===== src/rtl/fetch_prefetch_unit_pkg.sv =====
// Shared definitions for the instruction-fetch front end.
//   XLEN / ILEN      : address and instruction widths
//   RESET_PC_DEFAULT : first fetch address after reset
//   NOP_INST         : canonical NOP (addi x0,x0,0), used by decode to insert bubbles
//   fetch_entry_t    : one prefetch buffer entry, {pc, inst}
package fetch_prefetch_unit_pkg;

    localparam int XLEN = 32;
    localparam int ILEN = 32;

    localparam logic [XLEN-1:0] RESET_PC_DEFAULT = 32'h0000_0000;
    localparam logic [ILEN-1:0] NOP_INST         = 32'h0000_0013;

    typedef struct packed {
        logic [XLEN-1:0] pc;
        logic [ILEN-1:0] inst;
    } fetch_entry_t;

endpackage


===== src/rtl/fetch_fifo.sv =====
// Synchronous DEPTH-entry FIFO of fetch_entry_t used as the prefetch buffer.
// Ports:
//   clk, rst          : clock, synchronous active-high reset
//   push, push_data   : write push_data at the tail (caller guarantees room)
//   pop               : advance the head (ignored when empty)
//   flush             : empty the FIFO; wins over push and pop
//   head              : entry at the head, meaningful while empty=0
//   count, full, empty: occupancy
module fetch_fifo
    import fetch_prefetch_unit_pkg::*;
#(
    parameter int DEPTH = 4
) (
    input  logic                     clk,
    input  logic                     rst,
    input  logic                     push,
    input  fetch_entry_t             push_data,
    input  logic                     pop,
    input  logic                     flush,
    output fetch_entry_t             head,
    output logic [$clog2(DEPTH):0]   count,
    output logic                     full,
    output logic                     empty
);

    localparam int PW = $clog2(DEPTH);
    localparam logic [PW-1:0] PTR_ONE  = 1;
    localparam logic [PW:0]   CNT_ONE  = 1;
    localparam logic [PW:0]   CNT_FULL = (PW+1)'(DEPTH);

    fetch_entry_t  mem [DEPTH];
    logic [PW-1:0] wr_ptr;
    logic [PW-1:0] rd_ptr;
    logic          do_pop;

    assign empty  = (count == '0);
    assign full   = (count == CNT_FULL);
    assign do_pop = pop & ~empty;
    // Storage is cleared on reset so the head reads as all-zero until the first push.
    assign head   = mem[rd_ptr];

    always_ff @(posedge clk) begin
        if (rst) begin
            wr_ptr <= '0;
            rd_ptr <= '0;
            count  <= '0;
            for (int i = 0; i < DEPTH; i++) begin
                mem[i] <= '0;
            end
        end else if (flush) begin
            wr_ptr <= '0;
            rd_ptr <= '0;
            count  <= '0;
        end else begin
            if (push) begin
                mem[wr_ptr] <= push_data;
                wr_ptr      <= wr_ptr + PTR_ONE;
            end
            if (do_pop) begin
                rd_ptr <= rd_ptr + PTR_ONE;
            end
            case ({push, do_pop})
                2'b10:   count <= count + CNT_ONE;
                2'b01:   count <= count - CNT_ONE;
                default: count <= count;
            endcase
        end
    end

endmodule


===== src/rtl/fetch_prefetch_unit.sv =====
// Instruction-fetch front end: owns the PC, issues single-word reads to
// instruction memory (at most one outstanding), buffers returned words with
// their PCs and hands them to decode.
// Ports:
//   clk, rst                 : clock, synchronous active-high reset
//   en                       : fetch enable (buffered entries still drain when low)
//   imem_req, imem_addr      : one-cycle read strobe and word address
//   imem_rvalid, imem_rdata  : read return, one or more cycles after the request
//   redirect, redirect_pc    : flush the buffer, drop in-flight data, restart at redirect_pc
//   inst_valid, inst_ready   : decode handshake
//   inst, inst_pc            : head instruction and its PC
//
// Decode handshake: an instruction transfers in every cycle where
// inst_valid && inst_ready && !redirect; inst/inst_pc hold steady while
// inst_valid is high and no transfer occurs; inst_valid does not wait on inst_ready.
module fetch_prefetch_unit #(
    parameter int XLEN = fetch_prefetch_unit_pkg::XLEN,
    parameter int DEPTH = 4,
    parameter logic [XLEN-1:0] RESET_PC = fetch_prefetch_unit_pkg::RESET_PC_DEFAULT
) (
    input  logic            clk,
    input  logic            rst,
    input  logic            en,
    output logic            imem_req,
    output logic [XLEN-1:0] imem_addr,
    input  logic            imem_rvalid,
    input  logic [XLEN-1:0] imem_rdata,
    input  logic            redirect,
    input  logic [XLEN-1:0] redirect_pc,
    output logic            inst_valid,
    input  logic            inst_ready,
    output logic [XLEN-1:0] inst,
    output logic [XLEN-1:0] inst_pc
);

    import fetch_prefetch_unit_pkg::*;

    localparam int PW = $clog2(DEPTH);
    localparam logic [PW+1:0] CN_ONE   = 1;
    localparam logic [PW+1:0] CN_DEPTH = (PW+2)'(DEPTH);
    localparam logic [XLEN-1:0] PC_STEP  = 4;
    localparam logic [XLEN-1:0] ALIGN_MASK = ~(XLEN'(3));

    logic [XLEN-1:0] fetch_pc;
    logic [XLEN-1:0] req_pc;      // address of the read currently outstanding
    logic            outstanding;
    logic            discard;     // outstanding read belongs to a flushed stream

    fetch_entry_t    head;
    fetch_entry_t    push_data;
    logic [PW:0]     fifo_count;
    logic            fifo_full;
    logic            fifo_empty;

    logic            push;
    logic            pop;
    logic            issue;
    logic [PW+1:0]   count_next;

    // Redirect cancels both ends of the buffer in its cycle.
    assign push = imem_rvalid & outstanding & ~discard & ~redirect;
    assign pop  = ~fifo_empty & inst_ready & ~redirect;

    always_comb begin
        count_next = {1'b0, fifo_count};
        if (push) count_next = count_next + CN_ONE;
        if (pop)  count_next = count_next - CN_ONE;
    end

    // Issuing only while count_next < DEPTH reserves a slot for the returning
    // word, so the FIFO can never be pushed while full.
    assign issue = ~rst & en & ~redirect & (~outstanding | imem_rvalid) &
                   (count_next < CN_DEPTH);

    assign imem_req  = issue;
    assign imem_addr = fetch_pc;

    assign push_data.pc   = req_pc;
    assign push_data.inst = imem_rdata;

    assign inst_valid = ~fifo_empty;
    assign inst       = head.inst;
    assign inst_pc    = head.pc;

    always_ff @(posedge clk) begin
        if (rst) begin
            fetch_pc    <= RESET_PC;
            req_pc      <= RESET_PC;
            outstanding <= 1'b0;
            discard     <= 1'b0;
        end else begin
            if (redirect) begin
                fetch_pc <= redirect_pc & ALIGN_MASK;
            end else if (issue) begin
                fetch_pc <= fetch_pc + PC_STEP;
            end

            if (issue) begin
                req_pc <= fetch_pc;
            end

            // A return and a new issue in the same cycle keep outstanding set.
            if (issue) begin
                outstanding <= 1'b1;
            end else if (imem_rvalid) begin
                outstanding <= 1'b0;
            end

            if (outstanding & imem_rvalid) begin
                discard <= 1'b0;
            end
            // Read still in flight across a redirect: its data must not be buffered.
            if (redirect & outstanding & ~imem_rvalid) begin
                discard <= 1'b1;
            end
        end
    end

    fetch_fifo #(
        .DEPTH(DEPTH)
    ) u_fifo (
        .clk       (clk),
        .rst       (rst),
        .push      (push & (~fifo_full | pop)),
        .push_data (push_data),
        .pop       (pop),
        .flush     (redirect),
        .head      (head),
        .count     (fifo_count),
        .full      (fifo_full),
        .empty     (fifo_empty)
    );

endmodule


===== config.mk =====
export PLATFORM = sky130hd
export DESIGN_NAME = fetch_prefetch_unit
export DESIGN_NICKNAME = d
export VERILOG_FILES = /design/src/rtl/fetch_prefetch_unit_pkg.sv /design/src/rtl/fetch_fifo.sv /design/src/rtl/fetch_prefetch_unit.sv
export SDC_FILE = /design/constraint.sdc
export NUM_CORES = 1
export LEC_CHECK = 0
export CORE_MARGIN = 2
export CORE_UTILIZATION = 45
export DETAILED_ROUTE_END_ITERATION = 16
export PLACE_DENSITY = 0.66
export SLEW_MARGIN = 20
export SYNTH_ARGS = -nofsm -noshare
export SYNTH_HDL_FRONTEND = slang
export SYNTH_SLANG_ARGS = --single-unit

===== constraint.sdc =====
create_clock -name clk -period 21.1 [get_ports clk]
set_input_delay 4.22 -clock clk [delete_from_list [all_inputs] [get_ports clk]]
set_output_delay 4.22 -clock clk [all_outputs]
set_load 0.03 [all_outputs]

After elaboration in Yosys (flattened, before gate mapping)
Memories as Yosys holds them, arrays and structs flattened. A register that Yosys moved wholly into a read port is not among the register bits.
Index checks and enable logic that the tools add are counted.

storage, ports and cells
  input port bits = 70
  word-level logic and storage cells = 69
  memories = 1
  RAM bits = 256
  bits in registers = 73

memory list
  memory      words  width  read ports  clocked after Yosys merged registers in  write ports  line              RTL
  u_fifo.mem  4      64     1           1                                        4            fetch_fifo.sv:31  fetch_entry_t mem [DEPTH];

operators by class
  equal/unequal tests = 3
  bitwise operators = 22
  reduce and logical (&&, ||, !) cells = 7
  order comparisons = 1
  $add $sub $neg = 7
  mux-type cells = 20

operator list
  operator               count
  $mux 32                2
  $mux 64                1
  $reduce_or 64->1       1
  $add 32x3->32 const B  1
  $and 1x1->1            13
  $mux 1                 11
  $mux 4                 2
  $reduce_bool 2->1      4
  $not 1->1              7
  $mux 2                 3
  $pmux 3 s2             1
  $add 2x1->2 const B    2
  $add 3x1->4 const B    1
  $lt 4x3->1 const B     1
  $sub 4x1->4 const B    1
  $add 3x1->3 const B    1
  $eq 3x3->1 const B     1
  $logic_not 3->1        1
  $sub 3x1->3 const B    1
  $eq 2x1->1 const B     1
  $eq 2x2->1 const B     1
  $or 1x1->1             2
  $reduce_or 2->1        1

Logic depth before layout (Yosys ltp)
  depth after elaboration = 12
  gate-level depth with buffers = 12
  depth with buffers taken out = 11

Hierarchy
A second synthesis with hierarchy kept.

unflattened totals
  cells, all modules = 1033
  area, all modules = 14637.8 µm²

by module, submodules not included
  module               times used  cells an instance  area each (µm²)
  fetch_fifo           1           670                11469.8
  fetch_prefetch_unit  1           363                3168.0

Worst setup path after synthesis
OpenSTA, ideal clock, no wires.

  path kind = input to register
  start point = in redirect
  end point = mem u_fifo.mem[0][0] in the netlist's numbering, enable pin
  arrival = 9845 ps
  path slack = 10681 ps
  path buffers = 2
  library setup time = 574 ps
  cell stages on the path = 6
  cell sequence = buf_2 nand4bb_4 a31oi_1 clkbuf_1 inv_1 o31ai_1

RTL lines
  item                line                       RTL
  start: declaration  fetch_prefetch_unit.sv:28  input logic redirect,
  end: declaration    fetch_fifo.sv:31

Final worst setup path
  start point = in redirect
  end point = out imem_req

between the ends
  word-level cells in the longest chain between the ends = 7
  elaborated cells on any way between the ends = 10
  those cells by class = add/sub (1); order compare (1); mux (2); bitwise (6)

ends and longest elaborated chain
  item              line                                                                             RTL
  $not 1->1 (*)     fetch_prefetch_unit.sv:61, fetch_prefetch_unit.sv:62, fetch_prefetch_unit.sv:72
  $and 1x1->1       fetch_prefetch_unit.sv:61                                                        assign push = imem_rvalid & outstanding & ~discard & ~redirect;
  $mux 4            fetch_prefetch_unit.sv:66                                                        if (push) count_next = count_next + CN_ONE;
  $sub 4x1->4       fetch_prefetch_unit.sv:67                                                        if (pop) count_next = count_next - CN_ONE;
  $mux 4            fetch_prefetch_unit.sv:67
  $lt 4x3->1        fetch_prefetch_unit.sv:73                                                        (count_next < CN_DEPTH);
  $and 1x1->1 (*)   fetch_prefetch_unit.sv:72                                                        assign issue = ~rst & en & ~redirect & (~outstanding | imem_rvalid) &
  end: declaration  fetch_prefetch_unit.sv:24                                                        output logic imem_req,

Mark *: on every way between the ends. The rest lies on a longest branch, timed or not.

==> summary.txt <==
Clock network
  – Total clock buffers created by CTS: 35
  – Total number of H-tree levels: 2
  – Number of hold buffers added after cts: 0
  – Resized Gates After CTS: 0
  – Root buffer cell: sky130_fd_sc_hd__clkbuf_16
  – CTS tree: done
  – Clock tree buffer depth: 3
  – Clock-pin slew on the worst setup and hold paths: 0.06 ns
  – Clk sinks: 319
  – Number of setup buffers added after CTS: 0
  – Clock latency of the later-clocked register in the worst-skew pair: 0.50 ns

Worst setup path
  – Start-to-end type of the worst setup path: in2out
  – Peak fanout along the critical path: 56
  – Critical-path cell with the highest stage delay: sky130_fd_sc_hd__clkdlybuf4s50_1
  – Required time reported for the critical path endpoint: 16.88 ns
  – Data arrival time of the worst path: 7.83 ns
  – CP Capture Type: output pin
  – Critical-path cell list: clkdlybuf4s50_1 > buf_4 > nand4bb_4 > o2111ai_1 > a21o_1 > inv_2 > clkdlybuf4s50_1
  – Critical path startpoint category: primary input
  – Most Frequent Cell on Critical Path: sky130_fd_sc_hd__clkdlybuf4s50_1
  – Largest stage delay on the critical path: 0.84 ns
  – R2r worst-path depth: 7

Floorplanning
  – Number of placement rows: 65
  – Die width: 181.9 um
  – Starting density of the core: 0.4535
  – Total Die Area: 33070 um2
  – Vert. Die Dim: 181.9 um
  – Number of I/O pins: 168
  – Standard cell core area: 31390 um2

Yosys
  – Total standard cell area after synthesis: 14240 um2
  – Share of the synthesized area in the top cell type: 0.5231
  – Number of flops mapped to enable cells by yosys: 248
  – Synth Register Bits: 319
  – Number of instances in the synthesized netlist: 1070
  – Synth Flop Type: sky130_fd_sc_hd__edfxtp_1
  – Library cells used by synthesis: 66
  – Synth Warn #: 0
  – Avg Synthesized Cell Area: 13.30 um2
  – Most area-consuming cells after synthesis: sky130_fd_sc_hd__edfxtp_1, sky130_fd_sc_hd__dfxtp_1, sky130_fd_sc_hd__mux4_2
  – Register area share after synthesis: 0.6230
  – Share of flip-flops with an asynchronous set or reset after synthesis: 0
  – Library cell with the largest summed area after synthesis: sky130_fd_sc_hd__edfxtp_1

Global route
  – Via count of the first global-routing pass: 9237
  – Global-route wire length before repair: 53.19 mm
  – Met1 demand-to-capacity share in global routing: 0.2778
  – GRT Util Overall: 0.2089
  – Routing layer with the top usage in global route: met2
  – Met3 Track Usage GR: 0.03871
  – Antenna violations before repair: 0
  – Global-route met2 utilization: 0.3554
  – Overall overflow remaining after global route: 0
  – Maximum number of pins on one net before global-route repair: 66

Placed design
  – Buffers added on ports: 161
  – GPL Wtd Cong: 0.8039
  – Placed Area: 16210 um2
  – Post-DP HPWL: 19.54 mm

Finish
  – Total non-filler cell area in the finished layout: 17260 um2
  – Top library cells by usage in the layout, fill and taps aside: sky130_fd_sc_hd__edfxtp_1, sky130_fd_sc_hd__and2_1, sky130_fd_sc_hd__clkdlybuf4s50_1, sky130_fd_sc_hd__nand2_1
  – Count of nets after finishing: 1281
  – Number of diodes: 0
  – Number of fillers in the final layout: 2567
  – Fraction of layout instances using a drive strength above 1: 0.1179
  – Area growth from synthesis to layout: 21.26%
  – Most common library cell in the layout ignoring fill and taps: sky130_fd_sc_hd__edfxtp_1

Hold path
  – Worst hold stages: 2
  – Class of the tightest hold or removal check: reg2reg

Timing
  – Setup-failing EPs final: 0
  – Worst-Margin Slew: 1.066 ns
  – Maximum clock frequency: 0.08296 GHz
  – Hold violation total from the final report: 0
  – Final count of pins violating max slew: 0
  – Share of the clock period used by the worst path after layout: 0.5713
  – Sum of negative setup slack: 0 ns
  – Setup repair after global routing missed its margin: no
  – Min Tclk post-route: 12.05 ns
  – Max-slew headroom: 0.2886
  – Clock Skew: 0.01351 ns

Power and ir drop
  – Maximum vdd ir drop: 0.04581 mV
  – Overall power consumption: 1.371 mW
  – Lkg Pwr: 6.169 nW
  – Power Density: 79.43 nW/um2

Route
  – Detailed-route via count: 9012
  – Average vias per placed instance: 5.522
  – Post-Route WL: 33.93 mm
  – DRC violation total after the first TritonRoute iteration: 678
  – Post-DR wirelength/cell: 20.79 um
  – DRC violation count after routing: 0
  – Remaining number of nets flagged by the antenna check after routing: 0
  – Count of TritonRoute iterations in the first routing pass: 5

Job
  – Max_cap viols: 0

Status
  – Status: finished, final reports clean
## critical path: cells and delay by family
kind | cells | cell delay, ns
AO/OA/AOI/OAI | 2 | 0.85
buffers and inverters | 4 | 2.43
AND/OR/NAND/NOR | 1 | 0.30
## synthesized netlist by cell type, types with 3 or more instances
library cell	instances
sky130_fd_sc_hd__nand2_1	104
sky130_fd_sc_hd__inv_1	12
sky130_fd_sc_hd__and3_1	69
sky130_fd_sc_hd__nor2_1	20
sky130_fd_sc_hd__buf_4	6
sky130_fd_sc_hd__xor2_1	11
sky130_fd_sc_hd__a31oi_1	10
sky130_fd_sc_hd__a32oi_1	3
sky130_fd_sc_hd__and4_1	3
sky130_fd_sc_hd__o31ai_1	4
sky130_fd_sc_hd__edfxtp_1	248
sky130_fd_sc_hd__o21ai_0	10
sky130_fd_sc_hd__a22oi_1	15
sky130_fd_sc_hd__ha_1	4
sky130_fd_sc_hd__or3_1	3
sky130_fd_sc_hd__a21oi_1	54
sky130_fd_sc_hd__nand3_1	16
sky130_fd_sc_hd__mux4_2	62
sky130_fd_sc_hd__buf_2	16
sky130_fd_sc_hd__nand2b_1	3
sky130_fd_sc_hd__clkbuf_1	56
sky130_fd_sc_hd__nand4_1	7
sky130_fd_sc_hd__a211oi_1	3
sky130_fd_sc_hd__nor3_1	10
sky130_fd_sc_hd__a21o_1	3
sky130_fd_sc_hd__and2_1	188
sky130_fd_sc_hd__dfxtp_1	71
sky130_fd_sc_hd__xnor2_1	10
sky130_fd_sc_hd__o221ai_1	3
## flip-flops by register name, summed over array words and instances (netlist names), named ones only
register,flops
u_fifo.mem,248
imem_addr,30
outstanding,1
req_pc,30
discard,1
u_fifo.rd_ptr,2
u_fifo.wr_ptr,2
u_fifo.count,3
## cells by family after synthesis
logic type,count (synthesis),share of synthesized area
compound gates,124,0.05572
xor+xnor,21,0.01292
fa+ha+maj,5,0.004922
buf+inv,93,0.02751
flops,319,0.6230
mux,64,0.09984
other cells,1,0.0002634
simple gates,443,0.1759
## per-layer routing
layer	wire length, um	share of wire
met5	0	0
met4	552	0.016
met3	2268	0.067
met2	16830	0.50
met1	14280	0.42
## layout make-up
cell class                 count  area [um2]  share of cell area
clock buffer                  51       978.4             0.05668
clock inverter                10       71.32            0.004131
inverter                      14       52.55            0.003044
multi-input combinational    661        5070              0.2937
sequential                   319        8876              0.5142
tap                          402       503.0             0.02914
timing repair buffer         175        1712             0.09915
## per-stage QoR
stage	cells	util	setup WS (ns)	hold WS, ns
floorplan	1073	-	10.68	0.4571
global placement	1571	0.5165	9.091	0.4746
detailed placement	1571	0.5165	9.062	0.4773
CTS	1632	0.5499	9.085	0.4857
global route	1632	0.5499	8.841	0.5081
finish	1632	0.5499	9.045	0.4853
## worst paths after layout
| path | startpoint | endpoint | slack, ns |
|---|---|---|---|
| hold reg to reg | req_pc[21] | req_pc[21] | 0.49 |
| hold / removal | req_pc[21] | req_pc[21] | 0.49 |
| setup reg to reg | u_fifo.count[0] | u_fifo.mem[0][15] | 16.78 |
| setup / recovery | redirect | imem_req | 9.05 |
## report_power, final
part           switching (mW)  total (mW)  internal (mW)
Clock                   0.232       0.565          0.333
Combinational          0.0572      0.0961         0.0390
Sequential             0.0131       0.710          0.697
Power figures use the tool's default switching activity.
